--- src/rtl/i_cache_refill_ctrl.sv ---
// I-cache refill controller: miss capture, line refill, FIFO-order victim selection, flush sequencing.
// Define ICACHE_MISS_CNT_EN to build the saturating refill counter behind miss_count.
module i_cache_refill_ctrl #(
  parameter int NUM_LINES = 8,
  parameter int LINE_W    = 128,
  localparam int IDX_W    = $clog2(NUM_LINES)
) (
  input  logic              clk,
  input  logic              rst,
  input  logic              lookup_valid,
  input  logic [31:0]       lookup_pc,
  input  logic              hit,
  input  logic              flush,
  output logic              stall,
  output logic              mem_req_valid,
  output logic [31:0]       mem_req_addr,
  input  logic              mem_req_ready,
  input  logic              mem_rsp_valid,
  input  logic [LINE_W-1:0] mem_rsp_data,
  output logic              fill_we,
  output logic [IDX_W-1:0]  fill_idx,
  output logic [27:0]       fill_tag,
  output logic [LINE_W-1:0] fill_data,
  output logic              valid_clr_all,
  output logic [31:0]       miss_count,
  output logic [2:0]        state_dbg
);

  // mem_req: a request transfers on a rising edge where mem_req_valid & mem_req_ready;
  // valid and addr stay stable until then. mem_rsp has no ready and is only taken in WAIT.
  typedef enum logic [2:0] {
    IDLE  = 3'd0,
    REQ   = 3'd1,
    WAIT  = 3'd2,
    FILL  = 3'd3,
    FLUSH = 3'd4
  } state_t;

  state_t            state, state_next;
  logic [31:0]       miss_addr;
  logic [IDX_W-1:0]  victim;
  logic              flush_pend;
  logic              miss_take;
  logic              pc_offset_unused;

  assign pc_offset_unused = ^lookup_pc[3:0];
  assign miss_take        = (state == IDLE) && lookup_valid && !hit && !flush;
  assign mem_req_addr     = miss_addr;
  assign state_dbg        = state;

  always_ff @(posedge clk or negedge rst) begin
    if (!rst) state <= IDLE;
    else      state <= state_next;
  end

  always_comb begin
    state_next    = state;
    mem_req_valid = 1'b0;
    fill_we       = 1'b0;
    valid_clr_all = 1'b0;
    case (state)
      IDLE: begin
        if (flush)                     state_next = FLUSH;
        else if (lookup_valid && !hit) state_next = REQ;
      end
      REQ: begin
        mem_req_valid = 1'b1;
        if (mem_req_ready) state_next = WAIT;
      end
      WAIT: begin
        if (mem_rsp_valid) state_next = FILL;
      end
      FILL: begin
        fill_we    = 1'b1;
        state_next = (flush_pend || flush) ? FLUSH : IDLE;
      end
      FLUSH: begin
        valid_clr_all = 1'b1;
        state_next    = IDLE;
      end
      default: state_next = IDLE;
    endcase
  end

  // stall is forced low while reset is held so the core never sees a spurious hold.
  assign stall = rst & ((state != IDLE) | (lookup_valid & ~hit) | flush | flush_pend);

  always_ff @(posedge clk or negedge rst) begin
    if (!rst) begin
      miss_addr  <= '0;
      victim     <= '0;
      flush_pend <= 1'b0;
      fill_idx   <= '0;
      fill_tag   <= '0;
      fill_data  <= '0;
    end else begin
      if (miss_take) miss_addr <= {lookup_pc[31:4], 4'b0000};
      // Fill port registers load on response so they hold between fills.
      if (state == WAIT && mem_rsp_valid) begin
        fill_data <= mem_rsp_data;
        fill_idx  <= victim;
        fill_tag  <= miss_addr[31:4];
      end
      if (state == FILL)       victim <= victim + IDX_W'(1);
      else if (state == FLUSH) victim <= '0;
      if (state == FLUSH)                  flush_pend <= 1'b0;
      else if (flush && state != IDLE)     flush_pend <= 1'b1;
    end
  end

`ifdef ICACHE_MISS_CNT_EN
  logic [31:0] miss_cnt_q;
  always_ff @(posedge clk or negedge rst) begin
    if (!rst)                                     miss_cnt_q <= '0;
    else if (state == FILL && miss_cnt_q != '1)   miss_cnt_q <= miss_cnt_q + 32'd1;
  end
  assign miss_count = miss_cnt_q;
`else
  assign miss_count = '0;
`endif

endmodule
--- config.mk ---
export PLATFORM = sky130hd
export DESIGN_NAME = i_cache_refill_ctrl
export DESIGN_NICKNAME = d
export VERILOG_FILES = /design/src/rtl/i_cache_refill_ctrl.sv
export SDC_FILE = /design/constraint.sdc
export NUM_CORES = 1
export LEC_CHECK = 0
export ABC_AREA = 1
export CORE_AREA = 5 5 152 154
export CTS_CLUSTER_SIZE = 8
export DETAILED_ROUTE_END_ITERATION = 7
export DIE_AREA = 0 0 157 159
export HOLD_SLACK_MARGIN = 0.15
export PLACE_DENSITY = 0.84
export SLEW_MARGIN = 20
export SYNTH_ARGS = -nofsm -noshare
export SYNTH_HDL_FRONTEND = slang
export SYNTH_SLANG_ARGS = --single-unit
--- constraint.sdc ---
create_clock -name clk -period 2 [get_ports clk]
set_input_delay 0.2 -clock clk [delete_from_list [all_inputs] [get_ports clk]]
set_output_delay 0.2 -clock clk [all_outputs]
set_load 0.05 [all_outputs]
==> results of run 1 <==
-- timing repair --
action	CTS	global route
endpoints found under the setup margin	1	2
resized for setup	1	3
hold buffers	1	0
endpoints found under the hold margin	190	0
-- sequential cells by signal (all words and copies together), names as in the netlist --
name / count
state_dbg: 3
mem_req_addr: 28
fill_data: 128
flush_pend: 1
victim: 3
fill_tag: 28
fill_idx: 3
-- cell type report --
type                            count  area (um2)
Tap cell                          280         350
Clock buffer                       19         443
Multi-Input combinational cell    443        3100
Clock inverter                     13         163
Timing Repair Buffer              377        3880
Sequential cell                   194        4860
Antenna cell                        1        2.50
Fill cell                        1681        8040
Inverter                          195         732
-- power by group --
| part | internal (W) | switching, W |
|---|---|---|
| logic | 0.00488 | 0.00916 |
| clock network | 0.00183 | 0.00167 |
| registers | 0.00561 | 0.00151 |
-- through the flow --
step                      instances  total power (W)  instance area, um2  setup slack [ps]
after detailed placement       1488           0.0213               12900               413
after global routing           1522           0.0259               13500              41.3
after floorplan                 909           0.0167                9330               377
after CTS                      1521           0.0249               13500              15.8
final                          1522           0.0247               13500               112
after global placement         1488           0.0210               12900               432
-- path summary, 6_finish.rpt --
path,startpoint,to
hold / removal,rst,fill_tag[7]
hold reg to reg,fill_tag[3],fill_tag[3]
setup / recovery,fill_data[51],fill_data[51]
setup reg to reg,state_dbg[0],fill_data[55]
max in group asynchronous,rst,fill_data[16]
min in group clk,lookup_pc[11],mem_req_addr[11]
-- synth_stat cells (all sizes together) --
master,n
buf,73
nand2,197
clkbuf,4
dfrtp,194
nor2,4
o21ai,191
nand3b,1
nand3,5
conb,1
a21oi,2
inv,195
ha,1
o21a,1
o22ai,1
nand4,3
xnor2,1
-- cells by family (layout without fill, tap and decap cells) --
kind of cell,after synthesis,count (layout),share of synthesized area (%)
DFF,194,194,52.8
other,1,37,0.0408
adders and majority gates,1,1,0.136
AOI/OAI and AO/OA,195,195,14.7
buffers and inverters,272,604,15.2
and+or+nand+nor,210,210,17.1
xor gates and xnor gates,1,1,0.0952
-- layer usage --
| metal | share of wire (%) | GRT usage (%) | routed length, um |
|---|---|---|---|
| met3 | 10 | 6.31 | 2330 |
| met1 | 39 | 22.5 | 9020 |
| met5 | 0 | 0 | 0 |
| met4 | 2.3 | 5.40 | 532 |
| met2 | 49 | 31.0 | 11200 |
==> flow_metrics.py, run 1 <==
metrics = {
    "logic_synthesis": {
        "avgSynthCellArea_um2": 10.5,
        "yosys_warnings": 0,
        "yosysTopAreaCellShare_pct": 52.8,
        "synth_area_leaders": "dfrtp_1 53%, nand2_4 12%, o21ai_2 9.5%",
        "synthCells": 874,
        "ys_types": 25,
        "netlist_area_mm2": 0.00920,
        "seq_area_frac_synth_pct": 52.8,
        "synth_seq_cells": 194,
        "synth_area_leader_cell": "dfrtp_1",
    },
    "sta": {
        "finalCritPeriodShare_pct": 94.4,
        "final_max_slew_viol_count": 0,
        "hold_viol_final": 0,
        "setup_tns_ps": 0,
        "fin_skew_ps": 12.6,
        "tightest_slew_ps": 570,
        "holdWs_ps": 259,
        "max_slew_margin_pct": 61.9,
        "rsz0062_at_grt": "false",
        "setup_viol": 0,
        "fmax_mhz": 530,
        "finalWorstPathRequiredPeriod_ps": 1890,
    },
    "cells_and_area": {
        "finalNetCount": 1396,
        "layout_common_cells": "347 x clkdlybuf4s50_1, 195 x inv_1, 193 x dfrtp_1",
        "final_util_pct": 62.7,
        "mostFrequentLayoutCell": "clkdlybuf4s50_1",
        "area_growth_pct": 46.9,
        "drive_gt1_share_pct": 21.1,
    },
    "routing": {
        "routed_via_density": 4.40,
        "wl_per_cell_um": 15.2,
        "drc_errors": 0,
        "vias": 6692,
        "ant_nets": 0,
        "finalWirelength_um": 23100,
        "firstDrtPassIters": 4,
        "first_iter_violations": 273,
    },
    "pwr": {
        "p_leak_nw": 6.52,
        "vdd_drop_max_mv": 1.12,
        "powerDensity_mw_per_mm2": 1820,
    },
    "clock_tree": {
        "numCtsBuffers": 17,
        "post_cts_buffers": 0,
        "clkSlewWorstSetupHoldPaths_ps": 80,
        "clockRootBuffer": "clkbuf_16",
        "insertion_delay_ps": 420,
        "cts_sinks": 194,
        "cts_buffer_depth": 2,
        "cts_max_level": 4,
        "cts_tree": "yes",
    },
    "die": {
        "start_util_pct": 42.7,
        "num_rows": 54,
        "die_w_um": 157,
        "ios": 397,
        "fp.dieH_um": 159,
        "core_area_mm2": 0.0216,
        "dieArea_mm2": 0.0250,
    },
    "place": {
        "portBuffers": 356,
        "gp_congestion": 0.803,
        "hpwl_um": 18000,
    },
    "worst_setup_path": {
        "criticalPathCategory": "reg -> out",
        "path_cells": "clkdlybuf4s50_1",
        "crit_buf_inv": 1,
        "cp-end-kind": "output pin",
        "slowest_delay_ps": 870,
        "worstSetupStartpointType": "flop",
        "r2r_slack_ps": 460,
        "crit_family": "buffers and inverters",
        "crit_required_ps": 1800,
        "reg2reg_depth": 6,
        "worst-path-stages": 1,
        "cp_slowest_cell": "clkdlybuf4s50_1",
        "worstPathArrival_ps": 1690,
        "critPathMaxFanout": 2,
    },
    "global_route": {
        "grt_pass1_vias": 6913,
        "antenna_found_initial": 1,
        "grt_use_total_pct": 18.5,
        "grt_max_degree": 87,
        "grt-ovfl-total": 0,
        "grt_pass1_wl_um": 37200,
    },
    "min_path": {
        "hp-class": "in -> async",
    },
    "run_status": {
        "status": "completed",
    },
    "flow_run": {
        "maxCapViolCount": 0,
    },
}
Note: power is estimated with default switching activity, not from simulation.
==> inputs of run 2 (changes only) <==
--- a/config.mk
+++ b/config.mk
@@ -6,12 +6,13 @@
 export NUM_CORES = 1
 export LEC_CHECK = 0
 export ABC_AREA = 1
-export CORE_AREA = 5 5 152 154
+export CORE_MARGIN = 5
+export CORE_UTILIZATION = 40
 export CTS_CLUSTER_SIZE = 8
 export DETAILED_ROUTE_END_ITERATION = 7
-export DIE_AREA = 0 0 157 159
 export HOLD_SLACK_MARGIN = 0.15
-export PLACE_DENSITY = 0.84
+export PLACE_DENSITY = 0.79
+export RECOVER_POWER = 50
 export SLEW_MARGIN = 20
 export SYNTH_ARGS = -nofsm -noshare
 export SYNTH_HDL_FRONTEND = slang
==> run 2 against run 1 <==
Via count is 1.0% lower. Clock power shrank 4%. Flip-flop and latch count stayed put. Routed wire length increased by 0.18%. Non-clock buffer count fell by 2. Fmax rose by 0.15%. Critical path type unchanged. Utilization down 4.4 points. Sequential share of layout area increased by 0.86 points. Worst setup slack better by 2.9 ps. Global-route usage shrank 0.85 points.
==> flow_metrics.py, run 2 (synthesis gave the netlist of run 1 again) <==
metrics = {
    "run_status": {
        "status": "completed",
    },
    "cells_and_area": {
        "antenna_cells": 0,
        "largest_register_ffs": 128,
        "multi_input_area_mm2": 0.00291,
        "postLayoutCellArea_mm2": 0.0132,
        "drive_gt1_share_pct": 18.2,
        "finalNetCount": 1394,
        "max_flop_register": "fill_data",
        "fillerInstances": 1944,
        "layout_common_cells": "348 x clkdlybuf4s50_1, 195 x inv_1, 194 x dfrtp_1",
        "seq_area_mm2": 0.00485,
        "mostFrequentLayoutCell": "clkdlybuf4s50_1",
        "final_util_pct": 58.3,
        "area_growth_pct": 43.4,
    },
    "sta": {
        "setup_tns_ps": 0,
        "hold_viol_final": 0,
        "setup_viol": 0,
        "finalCritPeriodShare_pct": 94.3,
        "rsz0062_at_grt": "false",
        "fmax_mhz": 530,
        "final_max_slew_viol_count": 0,
        "fin_skew_ps": 13.1,
        "finalWorstPathRequiredPeriod_ps": 1890,
        "max_slew_margin_pct": 23.1,
        "tightest_slew_ps": 1150,
    },
    "clock_tree": {
        "post_cts_buffers": 0,
        "cts_buffer_depth": 2,
        "clkSlewWorstSetupHoldPaths_ps": 80,
        "cts_max_level": 4,
        "insertion_delay_ps": 420,
        "numCtsBuffers": 17,
        "clockRootBuffer": "clkbuf_16",
        "cts_tree": "yes",
        "cts_sinks": 194,
    },
    "min_path": {
        "whs_path_depth": 3,
        "hold_end": "mem_req_addr[24]",
        "hp-start": "lookup_pc[24]",
        "hp-class": "in -> reg",
    },
    "routing": {
        "first_iter_violations": 257,
        "wl_met2_um": 11200,
        "routed_via_density": 4.35,
        "routed.top_layer": "met4",
        "finalWirelength_um": 23100,
        "drc_errors": 0,
        "firstDrtPassIters": 4,
        "wl_per_cell_um": 15.2,
        "vias": 6624,
        "wl_met3_um": 2350,
        "wl_met1_um": 9190,
        "ant_nets": 0,
    },
    "worst_setup_path": {
        "path_cells": "clkdlybuf4s50_1",
        "r2r_start": "state_dbg[0]",
        "critPathMaxFanout": 2,
        "worstSetupStartpointType": "flop",
        "worstReg2RegEnd": "fill_data[27]",
        "cp_slowest_cell": "clkdlybuf4s50_1",
        "r2r_slack_ps": 150,
        "reg2reg_depth": 6,
        "crit_family": "buffers and inverters",
        "criticalPathCategory": "reg -> out",
        "worstPathArrival_ps": 1690,
        "crit_buf_inv": 1,
        "slowest_delay_ps": 870,
        "cp-end-kind": "output pin",
        "crit_required_ps": 1800,
    },
    "global_route": {
        "grt_max_degree": 122,
        "antenna_found_initial": 0,
        "grt_pass1_wl_um": 36800,
        "grt_pass1_vias": 6894,
        "grt_use_total_pct": 17.6,
        "grt-ovfl-total": 0,
    },
    "die": {
        "start_util_pct": 40.6,
        "ios": 397,
        "fp.dieH_um": 162,
        "dieArea_mm2": 0.0261,
        "die_w_um": 162,
        "num_rows": 55,
        "core_area_mm2": 0.0226,
    },
    "place": {
        "portBuffers": 356,
        "hpwl_um": 17800,
        "gp_congestion": 0.829,
        "dpl_cell_area_mm2": 0.0129,
    },
    "pwr": {
        "powerDensity_mw_per_mm2": 1820,
        "vdd_drop_max_mv": 1.20,
        "p_leak_nw": 6.38,
    },
    "flow_run": {
        "maxCapViolCount": 0,
    },
}
[run 2: how the worst max path moves through the flow]
stage	cells past startpoint	startpoint	slack, ps	end
floorplan	7	state_dbg[0]	380	fill_data[50]
global route	5	state_dbg[0]	50	fill_data[9]
global placement	5	flush	330	mem_req_addr[6]
CTS	1	fill_data[89]	80	fill_data[89]
finish	1	fill_data[96]	110	fill_data[96]
detailed placement	6	flush	250	mem_req_addr[31]
[run 2: stage by stage]
stage / std cells / setup slack, ps / power [W] / hold WS [ps]
2_1_floorplan: 909 / 377 / 0.0167 / -95.6
3_3_place_gp: 1491 / 327 / 0.0211 / 299
3_5_place_dp: 1491 / 252 / 0.0214 / 297
4_1_cts: 1524 / 77.3 / 0.0248 / 286
5_1_grt: 1524 / 45.3 / 0.0253 / 287
6_report: 1524 / 115 / 0.0241 / 312
[run 2: cell type report]
type	count	area share [%]
clock buffers	18	3.33
clock inverters	14	1.10
well taps	285	2.70
flip-flops and latches	194	36.8
multi-input cells	443	22.0
repair buffers	375	28.5
inverters	195	5.55
[run 2: routing by layer]
| layer | track usage [%] | vias to the layer above |
|---|---|---|
| met5 | 0 | - |
| met4 | 4.81 | 0 |
| met3 | 7.16 | 25 |
| met2 | 29.9 | 268 |
| met1 | 20.8 | 3066 |
| li1 | - | 3265 |
[run 2: power by group]
part,internal [W],total [W],switching (W)
clock network,0.00170,0.00337,0.00167
registers,0.00561,0.00702,0.00141
logic,0.00465,0.0137,0.00903
[run 2: repair_timing]
| action | 4_1_cts | 5_1_grt |
|---|---|---|
| resized for setup | 0 | 1 |
| hold buffers | 1 | 0 |
| endpoints found under the setup margin | 0 | 1 |
| endpoints found under the hold margin | 194 | 0 |
